<file path="src/rtl/aipp_pkg.sv">
// rtl/aipp_pkg.sv - shared types and defaults for the AIPP pre-charge responder
package aipp_pkg;

  localparam int AIPP_MV_W            = 16;
  localparam int WATCHDOG_TIMEOUT_DEF = 5000;
  localparam int OVP_MARGIN_DEF       = 50;

  typedef logic [AIPP_MV_W-1:0] mv_t;

  typedef enum logic [2:0] {
    ST_IDLE      = 3'd0,
    ST_RAMP_UP   = 3'd1,
    ST_ARMED     = 3'd2,
    ST_BURST     = 3'd3,
    ST_RAMP_DOWN = 3'd4,
    ST_CLAMP     = 3'd5
  } aipp_resp_state_e;

endpackage

</file>
<file path="src/rtl/aipp_watchdog_timer.sv">
// rtl/aipp_watchdog_timer.sv - trigger-to-SOF watchdog with saturating count
module aipp_watchdog_timer
  import aipp_pkg::*;
#(
  parameter int TIMEOUT = WATCHDOG_TIMEOUT_DEF
) (
  input  logic clk,
  input  logic rst_n,
  input  logic clear,
  input  logic enable,
  input  logic freeze,
  output logic expire
);

  localparam int CW = $clog2(TIMEOUT + 1);
  localparam logic [CW-1:0] LAST = CW'(TIMEOUT - 1);

  logic [CW-1:0] cnt_q, cnt_d;

  // Count while enabled and not frozen; park at the last value so expire stays stable.
  always_comb begin
    cnt_d = cnt_q;
    if (clear) begin
      cnt_d = '0;
    end else if (enable && !freeze && (cnt_q != LAST)) begin
      cnt_d = cnt_q + 1'b1;
    end
  end

  // Counter register.
  always_ff @(posedge clk) begin
    if (!rst_n) begin
      cnt_q <= '0;
    end else begin
      cnt_q <= cnt_d;
    end
  end

  // A frozen (SOF this cycle) timer never expires.
  assign expire = enable && !freeze && (cnt_q == LAST);

endmodule

</file>
<file path="src/rtl/aipp_precharge_responder.sv">
// rtl/aipp_precharge_responder.sv - VRM-side pre-charge ramp, burst hold and watchdog clamp
module aipp_precharge_responder
  import aipp_pkg::*;
#(
  parameter int WATCHDOG_TIMEOUT = WATCHDOG_TIMEOUT_DEF,
  parameter int RAMP_STEP        = 10,
  parameter int CLAMP_STEP       = 50,
  parameter int OVP_MARGIN       = OVP_MARGIN_DEF,
  parameter int HOLD_CYCLES      = 64,
  parameter int MV_W             = 16
) (
  input  logic            clk,
  input  logic            rst_n,
  input  logic            precharge_trigger,
  input  logic [MV_W-1:0] boost_mv,
  input  logic            packet_sof_detected,
  input  logic [MV_W-1:0] v_nominal,
  input  logic [MV_W-1:0] v_ovp_limit,
  output logic [MV_W-1:0] v_setpoint,
  output logic            boost_active,
  output logic            clamp_event,
  output logic [2:0]      fsm_state
);

  localparam int HW = $clog2(HOLD_CYCLES + 1);

  aipp_resp_state_e state_q, state_d;
  logic [MV_W-1:0]  sp_q, sp_d;
  logic [MV_W-1:0]  tgt_q, tgt_d;
  logic             sof_seen_q, sof_seen_d;
  logic [HW-1:0]    hold_q, hold_d;

  logic [MV_W:0]    sum_w;
  logic [MV_W-1:0]  cap_w;
  logic [MV_W-1:0]  new_tgt;
  logic             wd_clear, wd_enable, wd_expire;

  // Step up toward lim without ever moving down or past lim.
  function automatic logic [MV_W-1:0] sat_up(input logic [MV_W-1:0] base,
                                             input logic [MV_W-1:0] lim);
    logic [MV_W:0] sum;
    sum = {1'b0, base} + (MV_W+1)'(RAMP_STEP);
    if (base >= lim) begin
      sat_up = base;
    end else if (sum >= {1'b0, lim}) begin
      sat_up = lim;
    end else begin
      sat_up = sum[MV_W-1:0];
    end
  endfunction

  // Step down toward floor, landing exactly on it instead of undershooting.
  function automatic logic [MV_W-1:0] sat_down(input logic [MV_W-1:0] base,
                                               input logic [MV_W-1:0] floor,
                                               input int              step);
    logic [MV_W:0] fl;
    fl = {1'b0, floor} + (MV_W+1)'(step);
    if ({1'b0, base} <= fl) begin
      sat_down = floor;
    end else begin
      sat_down = base - MV_W'(step);
    end
  endfunction

  // Boost target: nominal + boost capped below the OVP limit, never below nominal.
  always_comb begin
    sum_w   = {1'b0, v_nominal} + {1'b0, boost_mv};
    cap_w   = (v_ovp_limit < MV_W'(OVP_MARGIN)) ? '0 : (v_ovp_limit - MV_W'(OVP_MARGIN));
    new_tgt = (sum_w > {1'b0, cap_w}) ? cap_w : sum_w[MV_W-1:0];
    if (new_tgt <= v_nominal) begin
      new_tgt = v_nominal;
    end
  end

  assign wd_enable = ((state_q == ST_RAMP_UP) || (state_q == ST_ARMED)) && !sof_seen_q;

  aipp_watchdog_timer #(
    .TIMEOUT (WATCHDOG_TIMEOUT)
  ) u_watchdog (
    .clk    (clk),
    .rst_n  (rst_n),
    .clear  (wd_clear),
    .enable (wd_enable),
    .freeze (packet_sof_detected),
    .expire (wd_expire)
  );

  // Next-state, setpoint and clamp pulse.
  always_comb begin
    state_d     = state_q;
    sp_d        = sp_q;
    tgt_d       = tgt_q;
    sof_seen_d  = sof_seen_q;
    hold_d      = hold_q;
    wd_clear    = 1'b0;
    clamp_event = 1'b0;
    case (state_q)
      ST_IDLE: begin
        sp_d = v_nominal;
        if (precharge_trigger) begin
          tgt_d      = new_tgt;
          wd_clear   = 1'b1;
          sof_seen_d = packet_sof_detected;
          sp_d       = sat_up(v_nominal, new_tgt);
          state_d    = ST_RAMP_UP;
        end
      end
      ST_RAMP_UP: begin
        sof_seen_d = sof_seen_q | packet_sof_detected;
        if (wd_expire) begin
          clamp_event = 1'b1;
          state_d     = ST_CLAMP;
        end else begin
          sp_d = sat_up(sp_q, tgt_q);
          if (sp_d >= tgt_q) begin
            if (sof_seen_d) begin
              hold_d  = HW'(HOLD_CYCLES - 1);
              state_d = ST_BURST;
            end else begin
              state_d = ST_ARMED;
            end
          end
        end
      end
      ST_ARMED: begin
        if (packet_sof_detected) begin
          sof_seen_d = 1'b1;
          hold_d     = HW'(HOLD_CYCLES - 1);
          state_d    = ST_BURST;
        end else if (wd_expire) begin
          clamp_event = 1'b1;
          state_d     = ST_CLAMP;
        end
      end
      ST_BURST: begin
        if (hold_q == '0) begin
          state_d = ST_RAMP_DOWN;
        end else begin
          hold_d = hold_q - 1'b1;
        end
      end
      ST_RAMP_DOWN: begin
        if (precharge_trigger) begin
          tgt_d      = new_tgt;
          wd_clear   = 1'b1;
          sof_seen_d = 1'b0;
          state_d    = ST_RAMP_UP;
        end else begin
          sp_d = sat_down(sp_q, v_nominal, RAMP_STEP);
          if (sp_d == v_nominal) begin
            state_d = ST_IDLE;
          end
        end
      end
      ST_CLAMP: begin
        sp_d = sat_down(sp_q, v_nominal, CLAMP_STEP);
        if (sp_d == v_nominal) begin
          state_d = ST_IDLE;
        end
      end
      default: begin
        sp_d    = v_nominal;
        state_d = ST_IDLE;
      end
    endcase
  end

  // State and datapath registers; reset snaps the setpoint straight to nominal.
  always_ff @(posedge clk) begin
    if (!rst_n) begin
      state_q    <= ST_IDLE;
      sp_q       <= v_nominal;
      tgt_q      <= v_nominal;
      sof_seen_q <= 1'b0;
      hold_q     <= '0;
    end else begin
      state_q    <= state_d;
      sp_q       <= sp_d;
      tgt_q      <= tgt_d;
      sof_seen_q <= sof_seen_d;
      hold_q     <= hold_d;
    end
  end

  assign v_setpoint   = sp_q;
  assign boost_active = (state_q != ST_IDLE);
  assign fsm_state    = state_q;

endmodule

</file>
<file path="config.mk">
export PLATFORM = sky130hd
export DESIGN_NAME = aipp_precharge_responder
export DESIGN_NICKNAME = d
export VERILOG_FILES = /design/src/rtl/aipp_pkg.sv /design/src/rtl/aipp_watchdog_timer.sv /design/src/rtl/aipp_precharge_responder.sv
export SDC_FILE = /design/constraint.sdc
export NUM_CORES = 1
export LEC_CHECK = 0
export ABC_CLOCK_PERIOD_IN_PS = 10900
export CORE_MARGIN = 8
export CORE_UTILIZATION = 57
export CTS_BUF_LIST = sky130_fd_sc_hd__clkbuf_4
export DETAILED_ROUTE_END_ITERATION = 7
export GPL_TIMING_DRIVEN = 0
export PLACE_DENSITY = 0.82
export SETUP_SLACK_MARGIN = 0.3
export SYNTH_ARGS = -nofsm -noshare
export SYNTH_HDL_FRONTEND = slang
export SYNTH_SLANG_ARGS = --single-unit
</file>
<file path="constraint.sdc">
create_clock -name clk -period 10.9 [get_ports clk]
set_input_delay 3.27 -clock clk [delete_from_list [all_inputs] [get_ports clk]]
set_output_delay 3.27 -clock clk [all_outputs]
set_load 0.02 [all_outputs]
</file>
==> flow_summary.toml, run 1 <==
[yosys]
yosysWarnings = 0
syn_nets = 1593
synth_top_flop_cell = "edfxtp_1"
synth_seq_area_share_pct = 13.9
synth_edf_count = 32
synth_seq_cells = 56
netlist_area_um2 = 10400
synthCells = 1379
async_flop_share_pct = 0
avgSynthCellArea_um2 = 7.51
yosysUniqueCellTypes = 86

[setup_path]
reg2reg_slack_ps = 3810
critPathLaunch = "boost_mv[3]"
reg2reg_depth = 27
worst-path-buf-inv = 9
path_common_cell = "o21ai_2"
critical-path-top-delay-family = "compound AO/OA/AOI/OAI gates"
max_stage_delay_ps = 430
critPathSlowestCell = "clkdlybuf4s50_1"
critPathMaxFanout = 7
crit_type = "input pin to register"
critPathRequiredTime_ps = 11120
arrival_ps = 11800
start_kind = "input pin"
rr_startpoint = "v_setpoint[2]"
worst-path-stages = 40
end_kind = "register"

[clocking]
cts_buffers = 5
h-tree-depth = 2
cts_tree = "built"
clkSinkCount = 56
root_buffer = "clkbuf_4"
cts_hold_buf = 0
clk_pin_slew_ps = 180
clockBufferDepth = 2
insertion_delay_ps = 460

[sta]
slew_headroom_pct = -1.98
tightest_slew_ps = 1520
finalSetupTns_ps = -9270
fmax_ghz = 0.0864
fin_crit_ps = 11580
fin_skew_ps = 35.5
slew_viol_final = 10
fin_crit_sh_pct = 106
report.final.setup_viol = 16
hold_viol_final = 0
rsz0062_at_grt = "yes"
fin_ws_ps = -680

[floorplan]
fp.dieW_um = 151
chipHeight_um = 151
dieArea_um2 = 22700
num_rows = 49
coreArea_um2 = 17900
initial_core_util_pct = 57.8
boundaryPins = 73

[global_routing]
grt_pass1_vias = 11800
antenna_found_initial = 1
grt_max_degree = 26
grt-ovfl-total = 0
grt_pass1_wl_um = 62300
grt_use_total_pct = 34.7

[cells_and_area]
area_growth_pct = 29.9
final_cells = 1795
layout.nets = 1778
drive_gt1_share_pct = 19.7

[outcome]
violations = "max-capacitance violations, max-slew violations, negative setup slack"
outcome = "finished with violations"

[detailed_routing]
postRouteAntennaNets = 0
avgRoutedWirePerCell_um = 25.1
drc = 0
vias = 12700
dr.pass1.iters = 7
routed_wl_um = 45100
avgViaCountPerCell = 7.05
drtIter0Drc = 1704

[placed_design]
placedCellCount = 1679
dp_hpwl_um = 28300
place_congestion = 0.990
numPortBuffers = 71

[power_and_ir_drop]
power_density_nw_per_um2 = 260
leakagePower_uw = 0.00555
vdd_drop_max_uv = 218

[hold_path]
hold_path_class = "register to register"
min_path_cells = 2
hold_start = "u_watchdog.cnt_q[1]"

[flow_run]
drv_cap = 1
==> metal layers <==
layer	GRT usage (%)	wire [um]
met1	40.6	15400
met2	56.7	19700
met3	5.65	5500
met4	25.2	4470
met5	0	0
==> kinds of logic (layout without fill, tap and decap cells) <==
family | count (synthesis) | in the layout | synth area share (%)
AO/OA/AOI/OAI | 376 | 377 | 23.4
XOR/XNOR | 125 | 125 | 10.6
adder cells (fa/ha/maj) | 162 | 162 | 19.7
buffers and inverters | 149 | 334 | 5.83
flip-flops | 56 | 56 | 13.9
multiplexers | 43 | 43 | 4.30
other | 0 | 1 | 0
AND/OR/NAND/NOR | 468 | 468 | 22.3
==> cells in the mapped netlist, drive strengths merged (4+ instances only) <==
cell type | n | share of area, %
nand2b | 21 | 1.3
nor2b | 19 | 1.1
a2111oi | 7 | 0.66
nor3b | 4 | 0.29
nand3 | 44 | 2.1
a31oi | 9 | 0.54
nor4b | 5 | 0.42
nand4 | 25 | 1.5
o22ai | 8 | 0.48
o21ai | 106 | 5.2
clkinv | 7 | 0.25
o21bai | 6 | 0.44
a211o | 8 | 0.68
xnor2 | 88 | 7.4
inv | 78 | 2.8
edfxtp | 32 | 9.3
and2 | 6 | 0.41
nor4 | 19 | 1.3
or2 | 9 | 0.54
dfxtp | 24 | 4.6
nand2 | 132 | 4.9
clkbuf | 40 | 1.5
o21a | 20 | 1.5
ha | 161 | 19
or3 | 7 | 0.42
a221o | 7 | 0.68
mux2 | 9 | 1.0
and3 | 7 | 0.42
a21oi | 99 | 4.8
and4 | 4 | 0.34
o31ai | 9 | 0.65
a211oi | 21 | 1.6
a22oi | 8 | 0.58
buf | 24 | 1.3
nor2 | 112 | 4.1
mux2i | 34 | 3.3
or4 | 5 | 0.40
o211ai | 10 | 0.73
nor3 | 38 | 1.8
xor2 | 37 | 3.1
a21o | 23 | 1.7
nand3b | 6 | 0.44
==> timing repair <==
item / 4_1_cts / 5_1_grt
cloned: 5 / 1
endpoints found under the setup margin: 22 / 16
pin swaps: 76 / 50
setup buffers: 69 / 31
gates resized for setup: 171 / 97
==> flip-flops by register name (all words and copies together), names as in the netlist <==
signal and cells:
hold_q 7, v_setpoint 16, u_watchdog.cnt_q 13, fsm_state 3
sof_seen_q 1, tgt_q 16
==> worst reg2reg max path, cell delays in order (launching register included) <==
cell and delay, ps:
edfxtp_1 680, ha_1 290, o21ai_0 200, nor2_1 430
nand2_1 190, nor2_1 230, xor2_1 120, ha_1 330
nand4_1 100, nor4_1 330, o2111ai_1 140, o311a_1 130
a21bo_2 180, buf_2 190, buf_6 180, buf_6 160
mux2i_1 80, o21ai_0 490, ha_1 270, a21o_1 90
a21o_1 110, a21o_1 120, a2111oi_0 80, a2111oi_0 770
o21ai_0 220, a211o_1 360, or3_1 440, mux2i_1 140
==> report_power, final <==
| part | switching [uW] | internal, uW | total, uW |
|---|---|---|---|
| Sequential | 119 | 313 | 432 |
| Combinational | 1720 | 1240 | 2960 |
| Clock | 80.2 | 28.5 | 109 |
| Total | 1920 | 1590 | 3500 |
==> metrics by stage <==
step           total power, uW  util [%]  setup slack, ps  hold WS [ps]  instance area, um2
2_1_floorplan             2100         -              309           454               10400
3_3_place_gp              2710      63.7            -2430           465               11400
3_5_place_dp              2770      63.7            -2540           485               11400
4_1_cts                   3140      70.9              257           507               12700
5_1_grt                   3720      75.1             -771           550               13500
6_report                  3500      75.1             -680           509               13500
==> layout make-up <==
| type | instances | area, um2 |
|---|---|---|
| clock inverters | 2 | 15.0 |
| flip-flops and latches | 56 | 1440 |
| inverters | 85 | 324 |
| diodes | 1 | 2.50 |
| repair buffers | 177 | 1600 |
| well taps | 229 | 287 |
| fillers | 1235 | 4450 |
| multi-input cells | 1175 | 9340 |
| clock buffers | 6 | 45.0 |
| plain buffers | 64 | 397 |
==> final timing paths <==
kind / endpoint
max: v_setpoint[10]
min reg2reg: u_watchdog.cnt_q[1]
max reg2reg: fsm_state[1]
min: u_watchdog.cnt_q[1]
==> layout by cell type, fill, tap and decap left out, types with 8 or more instances in the layout <==
master             n
nor2_1           106
a21oi_1           86
edfxtp_1          32
a211oi_1          16
o21ai_1           17
nor3_1            35
o21a_1            17
nand2_1          116
clkbuf_1          34
ha_1             132
ha_4              27
nor2b_1           19
mux2i_1           32
o211ai_1          10
buf_6             14
o31ai_1            8
buf_2             13
dfxtp_1           24
nand4_1           25
nand3_1           41
a22oi_1            8
a211o_1            8
o21ai_2           13
clkdlybuf4s50_1   52
xor2_1            36
nor4_1            15
nand2b_1          21
o22ai_1            8
o21ai_0           65
buf_4             92
inv_1             72
nand2_2           12
a21o_1            23
o21ai_4           12
xnor2_1           87
a21oi_2           11
Note: power is estimated with default switching activity, not from simulation.
==> run 2, diff against run 1 <==
- ABC_CLOCK_PERIOD_IN_PS: 10900 -> 12590
- PLACE_DENSITY: 0.82 -> 0.79
- clock period: 10.9 -> 12.59 ns (I/O delays scaled with it)
==> run 2 against run 1 <==
  * The run now ends clean
  * Die area stayed put
  * Critical path type unchanged
  * Sequential power is 13% lower
  * Worst setup slack better by 1000 ps
  * Highest routed layer unchanged
  * Clock power is 15% lower
  * Sequential share of layout area is 1.5 points higher
  * Critical path depth is 2 higher
  * Clock-buffer cell count is 1 lower
  * Non-clock buffer count is 89 lower
  * First-iteration DRC count is 45% lower
  * Global-route usage is 4.6 points lower
==> flow_summary.toml, run 2 (same netlist as run 1, synthesis figures left out) <==
[clocking]
cts_buffers = 5
root_buffer = "clkbuf_4"
cts_hold_buf = 0
h-tree-depth = 2
insertion_delay_ps = 440
clockBufferDepth = 2
cts_tree = "built"
clk_pin_slew_ps = 190
clkSinkCount = 56

[power_and_ir_drop]
power_density_nw_per_um2 = 222
leakagePower_uw = 0.00492
vdd_drop_max_uv = 159

[hold_path]
hold_path_class = "register to register"
hold_start = "u_watchdog.cnt_q[1]"
min_path_cells = 2
holdPathEnd = "u_watchdog.cnt_q[1]"

[setup_path]
worstReg2RegEnd = "fsm_state[0]"
arrival_ps = 12480
critPathRequiredTime_ps = 12850
end_kind = "register"
start_kind = "input pin"
path_common_cell = "a21o_1"
rr_startpoint = "v_setpoint[2]"
critPathLaunch = "boost_mv[0]"
crit_type = "input pin to register"
reg2reg_slack_ps = 5540
critPathMaxFanout = 10
reg2reg_depth = 27
max_stage_delay_ps = 420
critPathSlowestCell = "clkdlybuf4s50_1"

[sta]
report.final.setup_viol = 0
hold_slack_ps = 492
slew_viol_final = 0
fmax_ghz = 0.0818
finalSetupTns_ps = 0
hold_viol_final = 0
fin_crit_ps = 12220
tightest_slew_ps = 1370
fin_skew_ps = 16.8
slew_headroom_pct = 8.95
fin_crit_sh_pct = 97.1
rsz0062_at_grt = "no"

[global_routing]
grt_pass1_vias = 10600
grt-ovfl-total = 0
grt_pass1_wl_um = 54100
grt_max_degree = 26
antenna_found_initial = 1
grt_use_total_pct = 30.1

[floorplan]
num_rows = 49
boundaryPins = 73
chipHeight_um = 151
fp.dieW_um = 151
coreArea_um2 = 17900
initial_core_util_pct = 57.8
dieArea_um2 = 22700

[detailed_routing]
drtIter0Drc = 934
avgViaCountPerCell = 6.45
postRouteAntennaNets = 0
avgRoutedWirePerCell_um = 20.4
dr.pass1.iters = 6
routed_wl_um = 34900
drc = 0
vias = 11000

[flow_run]
drv_cap = 0

[cells_and_area]
layout.nets = 1688
fillers = 1553
seqCellArea_um2 = 1440
area_growth_pct = 14.4
layout_commonest_cell = "ha_1"
final_cell_mix = "160 x ha_1, 128 x nand2_1, 110 x nor2_1"
final_cells = 1705
multi_input_area_um2 = 8540
drive_gt1_share_pct = 7.93
finish.instance_area_um2 = 11800

[placed_design]
placedCellCount = 1679
dp_hpwl_um = 28400
numPortBuffers = 71
place_congestion = 0.986
dpl_cell_area_um2 = 11300

[outcome]
outcome = "finished, final reports clean"
-- run 2: per-layer routing --
metal  vias up  global-route usage [%]  wire [um]
li1       5227                       -          -
met1      5112                    36.3      14000
met2       547                    51.9      16500
met3       119                    3.22       2430
met4         0                    15.9       1920
met5         -                       0          0
-- run 2: area by class of cell --
class,count,area share [%]
Buffer,64,3.03
Tap cell,229,2.42
Sequential cell,56,12.2
Inverter,85,2.69
Clock buffer,5,0.317
Timing Repair Buffer,88,7.08
Clock inverter,3,0.190
Antenna cell,1,0.0211
Multi-Input combinational cell,1174,72.1
-- run 2: worst max-delay path, delay by kind of cell --
family | cells | cell delay, ps
AO/OA/AOI/OAI | 24 | 4490
adder cells (fa/ha/maj) | 5 | 1550
buffers and inverters | 7 | 1420
AND/OR/NAND/NOR | 5 | 1030
XOR/XNOR | 1 | 190
-- run 2: how the worst max path moves through the flow --
| stage | end | slack, ps |
|---|---|---|
| after CTS | v_setpoint[13] | 320 |
| final | v_setpoint[12] | 370 |
| after detailed placement | v_setpoint[2] | -2060 |
| after floorplan | v_setpoint[0] | 860 |
| after global routing | v_setpoint[11] | 140 |
| after global placement | v_setpoint[2] | -2010 |
-- run 2: power by group --
| part | leakage, uW | total, uW | switching, uW | internal, uW |
|---|---|---|---|---|
| sequential | 0.000523 | 374 | 102 | 271 |
| clock | 0.0000356 | 92.3 | 69.7 | 22.7 |
| combinational | 0.00436 | 2160 | 1280 | 877 |
-- run 2: repair_timing --
item / CTS / global route
setup buffers: 9 / 8
gates cloned: 0 / 0
pin swaps: 14 / 18
resized for setup: 55 / 36
endpoints found under the setup margin: 16 / 16
-- run 2: per-stage QoR --
stage | setup slack, ps | total power (uW) | utilization, %
floorplan | 859 | 1800 | -
finish | 369 | 2630 | 66.2
CTS | 318 | 2540 | 65.1
global route | 140 | 2850 | 66.2
detailed placement | -2060 | 2390 | 63.4
global placement | -2010 | 2350 | 63.4
==> run 3, diff against run 2 <==
- ABC_AREA: unset -> 1
- ABC_CLOCK_PERIOD_IN_PS: 12590 -> 14300
- clock period: 12.59 -> 14.3 ns (I/O delays scaled with it)
==> run 3 against run 2 <==
  * Power down 17%
  * Sequential power shrank 16%
  * Combinational power down 18%
  * Global-route usage down 0.91 points
  * Final cell count increased by 18%
  * Critical path type unchanged
==> flow_summary.toml, run 3 <==
[clocking]
cts_resized = 0
post_cts_buffers = 0
cts_buffers = 5
cts_tree = "built"
clk_pin_slew_ps = 180
clkSinkCount = 56
h-tree-depth = 2
insertion_delay_ps = 480
root_buffer = "clkbuf_4"
clockBufferDepth = 2
cts_hold_buf = 0

[global_routing]
grt_pass1_wl_um = 55600
antenna_found_initial = 1
grt-ovfl-total = 0
grt_max_degree = 24
grt_pass1_vias = 10900
grt_use_total_pct = 29.2

[yosys]
syn_nets = 1919
netlist_area_um2 = 10500
synth_top_area_share_pct = 19.1
synth_top_area_cell = "ha_1"
synth_area_leaders = "ha_1 19%, nand2_1 14%, edfxtp_1 9.1%"
yosysMostFrequentCell = "nand2_1"
synth_seq_cells = 56
synth_seq_area_share_pct = 13.7
synth_common_cells = "393 x nand2_1, 207 x inv_1, 193 x nor2_1"
synth_top_flop_cell = "edfxtp_1"
synthCells = 1705
yosysWarnings = 0
yosysUniqueCellTypes = 50
async_flop_share_pct = 0
avgSynthCellArea_um2 = 6.17
synth_edf_count = 32

[floorplan]
fp.dieW_um = 152
num_rows = 49
chipHeight_um = 152
boundaryPins = 73
initial_core_util_pct = 58.4
coreArea_um2 = 18000
dieArea_um2 = 23100

[detailed_routing]
drtIter0Drc = 1029
avgRoutedWirePerCell_um = 17.4
routed_wl_um = 35000
drc = 0
vias = 11800
dr.pass1.iters = 6
avgViaCountPerCell = 5.86
postRouteAntennaNets = 0

[sta]
report.final.setup_viol = 0
fmax_ghz = 0.0770
fin_skew_ps = 33.7
fin_crit_ps = 12980
hold_viol_final = 0
slew_headroom_pct = 21.1
rsz0062_at_grt = "no"
fin_crit_sh_pct = 90.8
tightest_slew_ps = 1170
slew_viol_final = 0
finalSetupTns_ps = 0

[flow_run]
drv_cap = 0

[placed_design]
numPortBuffers = 71
dpl_cell_area_um2 = 11500
place_congestion = 1.01
dp_hpwl_um = 28900
placedCellCount = 2006

[setup_path]
max_stage_delay_ps = 910
arrival_ps = 13220
critPathMaxFanout = 11
critPathSlowestCell = "a211oi_1"
end_kind = "register"
crit_type = "input pin to register"
start_kind = "input pin"
path_common_cell = "nand2_1"
critPathRequiredTime_ps = 14530

[outcome]
outcome = "finished, final reports clean"

[cells_and_area]
drive_gt1_share_pct = 4.93
final_cells = 2015
area_growth_pct = 10.3
final_cell_mix = "393 x nand2_1, 207 x inv_1, 193 x nor2_1"
fillers = 1734
finish.instance_area_um2 = 11600
layout_commonest_cell = "nand2_1"
layout.nets = 1998

[power_and_ir_drop]
power_switching_uw = 1320
p_seq_share_pct = 14.4
vdd_drop_max_uv = 192
p_int_uw = 859
p_clk_share_pct = 4.0
switching_share_pct = 60.7
combPwrFrac_pct = 81.6
power_density_nw_per_um2 = 188
leakagePower_uw = 0.00563

[hold_path]
hold_path_class = "register to register"
## run 3: cell count changes in the layout (fill, tap and decap cells not counted), moves of 33 or more
cell,previous run,this run
nor2_1,110,193
mux2i_1,33,0
nand3_1,43,118
o21ai_0,78,124
xnor2_1,88,4
inv_1,75,207
nand2_1,128,393
## run 3: final timing paths
path                        from                  end  slack, ps  depth (start not counted)
max                 v_nominal[1]       v_setpoint[10]       1320                         49
min          u_watchdog.cnt_q[1]  u_watchdog.cnt_q[1]        490                          2
max reg2reg        v_setpoint[1]            hold_q[4]       7560                         39
min reg2reg  u_watchdog.cnt_q[1]  u_watchdog.cnt_q[1]        490                          2
## run 3: power by group through the flow
stage	clock network, uW	logic (uW)	registers (uW)
finish	86.9	1780	315
global route	92.8	1990	322
CTS	85.7	1740	312
detailed placement	0	1730	316
global placement	0	1690	315
floorplan	0	1200	318
## run 3: cell families after synthesis
kind of cell	Yosys count	synth area share [%]
and+or+nand+nor	816	33.5
AOI/OAI and AO/OA	322	17.1
buffers and inverters	284	10.9
adders and majority gates	162	19.3
xor gates and xnor gates	65	5.41
DFF	56	13.7
## run 3: cell type report
type	count	area, um2	area share, %
Multi-Input combinational cell	1365	7940	68.4
Sequential cell	56	1440	12.4
Inverter	228	861	7.42
Timing Repair Buffer	72	726	6.25
Buffer	56	289	2.49
Tap cell	229	287	2.47
Clock buffer	5	37.5	0.323
Clock inverter	3	27.5	0.237
Antenna cell	1	2.50	0.0216
## run 3: layer usage
layer	up-vias	track usage, %	part of all wire (%)
met2	590	46.8	44
met4	0	15.5	5.0
met3	109	3.61	9.0
met1	5253	37.7	42
met5	-	0	0
li1	5854	-	-
## run 3: stage by stage
step | power (uW) | utilization (%) | setup WS (ps) | hold slack (ps)
after floorplan | 1520 | - | 3520 | 448
after detailed placement | 2050 | 64.0 | 942 | 470
after global placement | 2000 | 63.9 | 1060 | 460
after CTS | 2140 | 64.4 | 1440 | 492
final | 2180 | 64.4 | 1320 | 493
after global routing | 2400 | 64.4 | 604 | 520
## run 3: critical path, delay by kind of cell
kind | cells | cell delay, ps
simple gates | 27 | 2830
compound gates | 10 | 2370
buf+inv | 8 | 2240
fa+ha+maj | 4 | 1480
